==> src/rtl/alu1_result_stage_pkg.sv <==
// Shared Alu1 constants: command codes, condition-flag layout and the flag
// derivation used by the result stage.
package alu1_result_stage_pkg;

  localparam int ALU1_WIDTH     = 64;
  localparam int ALU1_CMD_WIDTH = 4;

  localparam logic [ALU1_CMD_WIDTH-1:0] ALU1_CMD_PASS       = 4'd0;
  localparam logic [ALU1_CMD_WIDTH-1:0] ALU1_CMD_INC        = 4'd1;
  localparam logic [ALU1_CMD_WIDTH-1:0] ALU1_CMD_ADD        = 4'd2;
  localparam logic [ALU1_CMD_WIDTH-1:0] ALU1_CMD_ADD_PLUS1  = 4'd3;
  localparam logic [ALU1_CMD_WIDTH-1:0] ALU1_CMD_SUB_MINUS1 = 4'd4;
  localparam logic [ALU1_CMD_WIDTH-1:0] ALU1_CMD_SUB        = 4'd5;
  localparam logic [ALU1_CMD_WIDTH-1:0] ALU1_CMD_DEC        = 4'd6;
  localparam logic [ALU1_CMD_WIDTH-1:0] ALU1_CMD_AND        = 4'd7;
  localparam logic [ALU1_CMD_WIDTH-1:0] ALU1_CMD_OR         = 4'd8;
  localparam logic [ALU1_CMD_WIDTH-1:0] ALU1_CMD_XOR        = 4'd9;
  localparam logic [ALU1_CMD_WIDTH-1:0] ALU1_CMD_NOT        = 4'd10;

  localparam int ALU1_FLAGS_WIDTH = 4;
  localparam int ALU1_FLAG_Z      = 3;
  localparam int ALU1_FLAG_N      = 2;
  localparam int ALU1_FLAG_C      = 1;
  localparam int ALU1_FLAG_V      = 0;

  // Overflow is judged from operand sign bits as applied to the ALU, so
  // subtraction compares a against the un-inverted b.
  function automatic logic [ALU1_FLAGS_WIDTH-1:0] alu1_flags(
    input logic [ALU1_CMD_WIDTH-1:0] cmd,
    input logic [ALU1_WIDTH-1:0]     result,
    input logic                      co,
    input logic                      a_msb,
    input logic                      b_msb
  );
    logic [ALU1_FLAGS_WIDTH-1:0] flags;
    logic                        rm;
    rm                 = result[ALU1_WIDTH-1];
    flags              = '0;
    flags[ALU1_FLAG_Z] = (result == '0);
    flags[ALU1_FLAG_N] = rm;
    case (cmd)
      ALU1_CMD_ADD, ALU1_CMD_ADD_PLUS1: begin
        flags[ALU1_FLAG_C] = co;
        flags[ALU1_FLAG_V] = (a_msb == b_msb) && (rm != a_msb);
      end
      ALU1_CMD_SUB, ALU1_CMD_SUB_MINUS1: begin
        flags[ALU1_FLAG_C] = co;
        flags[ALU1_FLAG_V] = (a_msb != b_msb) && (rm != a_msb);
      end
      ALU1_CMD_INC: begin
        flags[ALU1_FLAG_C] = co;
        flags[ALU1_FLAG_V] = !a_msb && rm;
      end
      ALU1_CMD_DEC: begin
        flags[ALU1_FLAG_C] = co;
        flags[ALU1_FLAG_V] = a_msb && !rm;
      end
      default: ;
    endcase
    return flags;
  endfunction

endpackage

==> src/rtl/alu1_result_fifo.sv <==
// In-order FIFO with a registered head entry; DEPTH must be a power of two
// so the pointers wrap by natural overflow.
module alu1_result_fifo #(
  parameter int DEPTH      = 2,
  parameter int DATA_WIDTH = 8
) (
  input  logic                          clk,
  input  logic                          rst_n,
  input  logic                          push_valid,
  output logic                          push_ready,
  input  logic [DATA_WIDTH-1:0]         push_data,
  output logic                          pop_valid,
  input  logic                          pop_ready,
  output logic [DATA_WIDTH-1:0]         pop_data,
  output logic [$clog2(DEPTH+1)-1:0]    count
);

  localparam int PTR_W = $clog2(DEPTH);
  localparam int CNT_W = $clog2(DEPTH + 1);

  logic [DATA_WIDTH-1:0] mem [DEPTH];
  logic [PTR_W-1:0]      rd_ptr, wr_ptr, rd_ptr_d, wr_ptr_d;
  logic [CNT_W-1:0]      count_d;
  logic [DATA_WIDTH-1:0] head_q, head_d;
  logic                  push, pop;

  assign push_ready = (count != CNT_W'(DEPTH));
  assign pop_valid  = (count != '0);
  assign push       = push_valid && push_ready;
  assign pop        = pop_valid && pop_ready;
  assign pop_data   = head_q;

  always_comb begin
    rd_ptr_d = pop  ? rd_ptr + PTR_W'(1) : rd_ptr;
    wr_ptr_d = push ? wr_ptr + PTR_W'(1) : wr_ptr;
    count_d  = count;
    if (push && !pop) count_d = count + CNT_W'(1);
    if (pop && !push) count_d = count - CNT_W'(1);
    // The next head comes straight from push_data when it lands in the slot
    // that is about to become the head (empty, or single entry being popped).
    head_d = head_q;
    if (count_d != '0) begin
      if (push && (wr_ptr == rd_ptr_d)) head_d = push_data;
      else                              head_d = mem[rd_ptr_d];
    end
  end

  // NOTE: the storage array has no reset; count and the reset head register
  // decide what is visible, so stale contents can never reach the output.
  always_ff @(posedge clk) begin
    if (push) mem[wr_ptr] <= push_data;
  end

  always_ff @(posedge clk or negedge rst_n) begin
    if (!rst_n) begin
      rd_ptr <= '0;
      wr_ptr <= '0;
      count  <= '0;
      head_q <= '0;
    end else begin
      rd_ptr <= rd_ptr_d;
      wr_ptr <= wr_ptr_d;
      count  <= count_d;
      head_q <= head_d;
    end
  end

endmodule

==> src/rtl/alu1_result_stage.sv <==
// Registered Alu1 writeback stage: derives Z/N/C/V at push time, buffers
// results in order, and tracks a sticky overflow bit and an op counter.
module alu1_result_stage
  import alu1_result_stage_pkg::*;
#(
  parameter int WIDTH     = 64,
  parameter int CMD_WIDTH = ALU1_CMD_WIDTH,
  parameter int TAG_WIDTH = 4,
  parameter int DEPTH     = 2
) (
  input  logic                        clk,
  input  logic                        rst_n,
  input  logic                        in_valid,
  output logic                        in_ready,
  input  logic [CMD_WIDTH-1:0]        in_cmd,
  input  logic [WIDTH-1:0]            in_result,
  input  logic                        in_co,
  input  logic                        in_a_msb,
  input  logic                        in_b_msb,
  input  logic [TAG_WIDTH-1:0]        in_tag,
  output logic                        out_valid,
  input  logic                        out_ready,
  output logic [WIDTH-1:0]            out_result,
  output logic [ALU1_FLAGS_WIDTH-1:0] out_flags,
  output logic [CMD_WIDTH-1:0]        out_cmd,
  output logic [TAG_WIDTH-1:0]        out_tag,
  output logic                        sticky_v,
  input  logic                        sticky_clr,
  output logic [15:0]                 op_count
);

  localparam int PAYLOAD_W = CMD_WIDTH + TAG_WIDTH + ALU1_FLAGS_WIDTH + WIDTH;

  logic [ALU1_FLAGS_WIDTH-1:0] in_flags;
  logic [PAYLOAD_W-1:0]        push_data, pop_data;
  logic [$clog2(DEPTH+1)-1:0]  count;
  logic                        push;

  // WIDTH equals the Alu1 width, so the result feeds the shared helper as is.
  assign in_flags  = alu1_flags(in_cmd, in_result, in_co, in_a_msb, in_b_msb);
  assign push_data = {in_cmd, in_tag, in_flags, in_result};
  assign push      = in_valid && in_ready;

  alu1_result_fifo #(
    .DEPTH      (DEPTH),
    .DATA_WIDTH (PAYLOAD_W)
  ) u_fifo (
    .clk        (clk),
    .rst_n      (rst_n),
    .push_valid (in_valid),
    .push_ready (in_ready),
    .push_data  (push_data),
    .pop_valid  (out_valid),
    .pop_ready  (out_ready),
    .pop_data   (pop_data),
    .count      (count)
  );

  assign {out_cmd, out_tag, out_flags, out_result} = pop_data;

  // A new overflow outranks a same-cycle clear so no event is ever lost.
  always_ff @(posedge clk or negedge rst_n) begin
    if (!rst_n) begin
      sticky_v <= 1'b0;
      op_count <= '0;
    end else begin
      if (push && in_flags[ALU1_FLAG_V]) sticky_v <= 1'b1;
      else if (sticky_clr)               sticky_v <= 1'b0;
      if (push) op_count <= op_count + 16'd1;
    end
  end

endmodule

==> config.mk <==
export PLATFORM = sky130hd
export DESIGN_NAME = alu1_result_stage
export DESIGN_NICKNAME = d
export VERILOG_FILES = /design/src/rtl/alu1_result_stage_pkg.sv /design/src/rtl/alu1_result_fifo.sv /design/src/rtl/alu1_result_stage.sv
export SDC_FILE = /design/constraint.sdc
export NUM_CORES = 1
export LEC_CHECK = 0
export CAP_MARGIN = 20
export CORE_MARGIN = 8
export CORE_UTILIZATION = 55
export CTS_BUF_LIST = sky130_fd_sc_hd__clkbuf_8
export CTS_CLUSTER_SIZE = 10
export DETAILED_ROUTE_END_ITERATION = 6
export GPL_TIMING_DRIVEN = 0
export PLACE_DENSITY = 0.83
export SLEW_MARGIN = 10
export SYNTH_ARGS = -nofsm -noshare
export SYNTH_HDL_FRONTEND = slang
export SYNTH_SLANG_ARGS = --single-unit
==> constraint.sdc <==
create_clock -name clk -period 6.46 [get_ports clk]
set_input_delay 0.969 -clock clk [delete_from_list [all_inputs] [get_ports clk]]
set_output_delay 0.969 -clock clk [all_outputs]
set_load 0.03 [all_outputs]
### Word level (Yosys, flattened, before mapping)

Memory sizes are Yosys's and may differ from the RTL's. A register that Yosys moved wholly into a read port is not among the register bits.
Cells that the tools add are included.

| operators by class | value |
|---|---|
| equal/unequal tests | 10 |
| add/sub/neg operators | 5 |
| multiplexer cells | 8 |
| reductions and logical operators | 20 |

Operators by type and width:

| operator | number |
|---|---|
| logical NOT 64 bit | 1 |
| adder 16 x 1 -> 16 bit, second input constant | 1 |
| == test 4 x 3 -> 1 bit, second input constant | 3 |
| logical AND 1 bit | 9 |
| == test 4 x 2 -> 1 bit, second input constant | 2 |
| case mux 2 bit (4 select lines) | 1 |
| nonzero test 2 bit | 3 |
| logical NOT 1 bit | 5 |
| 2-to-1 mux 1 bit | 5 |
| == test 4 x 1 -> 1 bit, second input constant | 1 |
| 2-to-1 mux 2 bit | 2 |
| OR reduction 2 bit | 2 |
| adder 1 bit, second input constant | 2 |
| adder 2 x 1 -> 2 bit, second input constant | 1 |
| inequality test 1 bit | 2 |
| inequality test 2 bit, second input constant | 1 |
| subtractor 2 x 1 -> 2 bit, second input constant | 1 |
| == test 1 bit | 1 |

| word-level totals | value |
|---|---|
| output and inout port bits | 95 |
| bits in registers | 21 |
| RAM bits | 152 |
| memories | 1 |

Memory list:

| memory | words | width | read ports | clocked after memory_dff | wr ports | line | RTL |
|---|---|---|---|---|---|---|---|
| u_fifo.mem | 2 | 76 | 1 | 1 | 1 | alu1_result_fifo.sv:21 | `logic [DATA_WIDTH-1:0] mem [DEPTH];` |

### Logic depth before layout (Yosys ltp)

| depth | value |
|---|---|
| depth in word-level cells | 7 |
| gate-level depth with buffers | 10 |

### Cells and area by module

Synthesis repeated with hierarchy kept, for this count alone.

| second synthesis, totals | value |
|---|---|
| cells, all modules | 787 |
| area, all modules | 10625.2 µm² |

By module, submodules not included:

| module | cells each | area an instance (µm²) | sequential area each (µm²) | times used |
|---|---|---|---|---|
| alu1_result_fifo | 689 | 9630.5 | 6566.3 | 1 |
| alu1_result_stage | 98 | 994.7 | 425.4 | 1 |

### Worst setup path after synthesis

Ideal clock, no wire load.

| timing path | value |
|---|---|
| kind | input -> register |
| start | in in_valid |
| end | reg u_fifo.head_q[10], in the netlist u_fifo.pop_data[10] (read register of u_fifo.mem) |
| stages on the path | 8 |
| setup slack | 1.077 ns |
| arrival | 5.251 ns |
| library setup time | 0.132 ns |
| buffers on the path | 3 |
| cell sequence | nand2b_1 > buf_4 > nor2_1 > mux2i_4 > buf_6 > buf_6 > mux2i_1 > o21ai_1 |

| between the ends | value |
|---|---|
| word-level cells in the longest chain between the ends | 5 |
| elaborated cells between the ends (all ways) | 7 |
| classes of those cells | mux (2); reduce/logical (5) |

RTL lines:

| element | line | RTL |
|---|---|---|
| start, declared | alu1_result_stage.sv:13 | `input logic in_valid,` |
| logical AND 1 bit (*) | alu1_result_fifo.sv:29 | `assign push = push_valid && push_ready;` |
| logical AND 1 bit / logical NOT 1 bit (equally long branches) | alu1_result_fifo.sv:37, alu1_result_fifo.sv:38 |  |
| 2-to-1 mux 2 bit / logical AND 1 bit (equally long branches) | alu1_result_fifo.sv:37, alu1_result_fifo.sv:38 |  |
| 2-to-1 mux 2 bit (*) | alu1_result_fifo.sv:38 | `if (pop && !push) count_d = count - CNT_W'(1);` |
| nonzero test 2 bit (*) | alu1_result_fifo.sv:42 | `if (count_d != '0) begin` |
| end, declared | alu1_result_fifo.sv:24 | `logic [DATA_WIDTH-1:0] head_q, head_d;` |

Mark *: on every way between the ends. The rest lies on a longest branch, timed or not.
A chain may end at the register's enable or synchronous reset.

### Final worst setup path

| timing path | value |
|---|---|
| start | reg u_fifo.count[0] |
| end | out in_ready |

| between the ends | value |
|---|---|
| word-level cells in the longest chain between the ends | 1 |

RTL lines:

| element | line | RTL |
|---|---|---|
| start, declared | alu1_result_fifo.sv:15 | `output logic [$clog2(DEPTH+1)-1:0] count` |
| start signal, assigned | alu1_result_fifo.sv:63 | `count <= count_d;` |
| inequality test 2 bit | alu1_result_fifo.sv:27 | `assign push_ready = (count != CNT_W'(DEPTH));` |
| end, declared | alu1_result_stage.sv:14 | `output logic in_ready,` |

No other way between the ends.

==> results_dict.tcl <==
set metrics [dict create \
    via_per_inst 5.53 \
    cp_data_required_time_ps 5490 \
    wirelength_microns 23700 \
    hold_buffers 0 \
    use_met1 0.264 \
    fin_area_sq_mm 0.0130 \
    status "finished, final reports clean" \
    worst_pin_slew_ps 719 \
    clk_latency_ps 520 \
    grt_pass1_vias 7010 \
    clockBufferDepth 3 \
    path_class "register to primary output" \
    top_usage_layer "met2" \
    clock-root-buffer "clkbuf_8" \
    synth-edff-count 150 \
    synth_ff_type "edfxtp_1" \
    fmax_mhz 338 \
    synth_top_cell_area_share 0.444 \
    seqCellArea_sq_mm 0.00691 \
    end_kind "primary output" \
    syn_to_final_growth_pct 28.4 \
    vias 6488 \
    diodes 0 \
    yosys_warnings 0 \
    r2r_start "u_fifo.count[0]" \
    antenna_found_initial 0 \
    post-cts-setup-buffers 0 \
    multi_input_area_sq_mm 0.00298 \
    r2r_slack_ps 3810 \
    ys_types 39 \
    critPathArrivalTime_ps 1990 \
    setup.worst_path.start "u_fifo.count[0]" \
    cts_made_buffers 41 \
    syn_avg_cell_area_sq_um 14.7 \
    cts_max_level 2 \
    yosys-top-cells-area "edfxtp_1 (44%), dfrtp_1 (24%), mux2_2 (8.3%)" \
    vdd_drop_max_uv 309 \
    rsz0062_at_grt "no" \
    place.gp.congestion 0.776 \
    first_pass_iters 4 \
    ys_seq_elements 246 \
    period_needed_ps 2960 \
    path_max_fanout 5 \
    wl_per_cell_microns 20.2 \
    instances_no_fill 1173 \
    die_width_microns 152 \
    cts_num_sinks 246 \
    place_area_sq_mm 0.0123 \
    nNetsFinal 998 \
    p_leak_uw 0.00528 \
    met3_usage 0.0536 \
    drc_errors 0 \
    grt_overflow_total 0 \
    io_pins 175 \
    synthArstFlopShare 0.390 \
    port_buffers 174 \
    start_util 0.563 \
    core_area_sq_mm 0.0180 \
    die_h_microns 152 \
    fin_skew_ps 11.9 \
    finalSetupViolations 0 \
    dp_slack_ps 3000 \
    power.density_mw_per_mm2 539 \
    clk_pin_slew_worst_paths_ps 60 \
    dieArea_sq_mm 0.0230 \
    relSlewSlack 0.520 \
    cts-resized-gates 0 \
    synth_area_leader_cell "edfxtp_1" \
    grtUsageTotal 0.204 \
    hp-class "input port to async pin" \
    synthCells 691 \
    drt.antenna.violating_nets 0 \
    synth_nets 776 \
    syn_area_sq_mm 0.0101 \
    hold_viol_final 0 \
    cap_violations 0 \
    cts_tree "built" \
    hpwlAfterDp_microns 16100 \
    worstReg2RegEnd "u_fifo.pop_data[72]" \
    drive_above_1_share 0.174 \
    drtIter0Drc 287 \
    grt_pass1_wl_microns 38100 \
    fin_ws_ps 3500 \
    rows 49 \
    crit_end "in_ready" \
    fin_crit_sh 0.458 \
    start_kind "register" \
    worstRegToRegCells 10 \
    yosysSeqAreaShare 0.681 \
    fillerInstances 1249 \
    grt_max_degree 51 \
    slew_viol_final 0 \
    grtUsageMet2 0.325 \
    fin_setup_tns_ps 0 \
    place_inst 1099 \
]
cell usage after synthesis (all sizes together) (2+ instances only):
master,number
and4,2
buf,29
clkbuf,7
dfrtp,96
edfxtp,150
ha,5
inv,9
mux2,75
mux2i,76
nand2,88
nand3,8
nand4,7
nor2,7
nor2b,2
nor4,17
nor4bb,3
o21ai,76
xnor2,16
xor2,4
state kept, by name, summed over array words and instances (netlist names):
register / flops
u_fifo.rd_ptr: 1
op_count: 16
u_fifo.wr_ptr: 1
sticky_v: 1
u_fifo.count: 2
u_fifo.mem: 150
u_fifo.pop_data: 75
metrics by stage:
step            util  hold WS (ps)  power, uW
2_1_floorplan      -           461       4690
3_3_place_gp   0.675           463       5780
3_5_place_dp   0.682           464       5870
4_1_cts        0.723           387       7100
5_1_grt        0.723           412       7430
6_report       0.723           396       7020
worst min-delay path by stage:
stage,start,end,slack [ps]
floorplan,u_fifo.wr_ptr,u_fifo.wr_ptr,460
global placement,op_count[15],op_count[15],460
detailed placement,op_count[15],op_count[15],460
CTS,rst_n,u_fifo.pop_data[15],390
global route,rst_n,u_fifo.pop_data[14],410
finish,rst_n,u_fifo.pop_data[17],400
routing by layer:
metal  up-vias  share of wire
li1       3004              -
met1      3213           0.44
met2       228           0.47
met3        43          0.068
met4         0          0.025
met5         -              0
worst max-delay path, stage by stage, from the launching register on:
cell and delay (ps):
dfrtp_1 410, inv_1 90, ha_1 260, inv_1 70
clkdlybuf4s50_1 660
kinds of logic (layout without fill, tap and decap cells):
group                    count (synthesis)  after routing  share of synthesized area
flip-flops                             246            246                      0.681
multiplexers                           151            151                      0.159
AND/OR/NAND/NOR                        141            141                     0.0653
AO/OA/AOI/OAI                           83             83                     0.0432
buffers and inverters                   45            298                     0.0259
XOR/XNOR                                20             20                     0.0191
adder cells (fa/ha/maj)                  5              5                    0.00617
cell type report:
| type | instances | share of cell area |
|---|---|---|
| multi-input combinational | 400 | 0.229 |
| clock inverter | 30 | 0.00932 |
| sequential | 246 | 0.530 |
| timing repair buffer | 179 | 0.143 |
| inverter | 9 | 0.00259 |
| tap | 229 | 0.0220 |
| clock buffer | 44 | 0.0465 |
| buffer | 36 | 0.0176 |
report_power, final:
part / switching [uW] / internal (uW)
clock network: 584 / 626
registers: 228 / 2220
logic: 1900 / 1460
placed cells by master, fill, tap and decap left out, types with 4 or more instances in the layout:
| cell type | instances |
|---|---|
| dfrtp_1 | 96 |
| inv_1 | 27 |
| buf_2 | 18 |
| xor2_1 | 4 |
| clkbuf_1 | 7 |
| ha_1 | 5 |
| nor4_1 | 17 |
| nand4_1 | 7 |
| nand2_1 | 88 |
| clkdlybuf4s50_1 | 173 |
| clkbuf_8 | 44 |
| xnor2_1 | 15 |
| mux2i_1 | 75 |
| clkinv_1 | 8 |
| mux2_2 | 75 |
| o21ai_1 | 76 |
| edfxtp_1 | 150 |
| nor2_1 | 6 |
| buf_6 | 9 |
| nand3_1 | 8 |
Note: power is estimated with default switching activity, not from simulation.
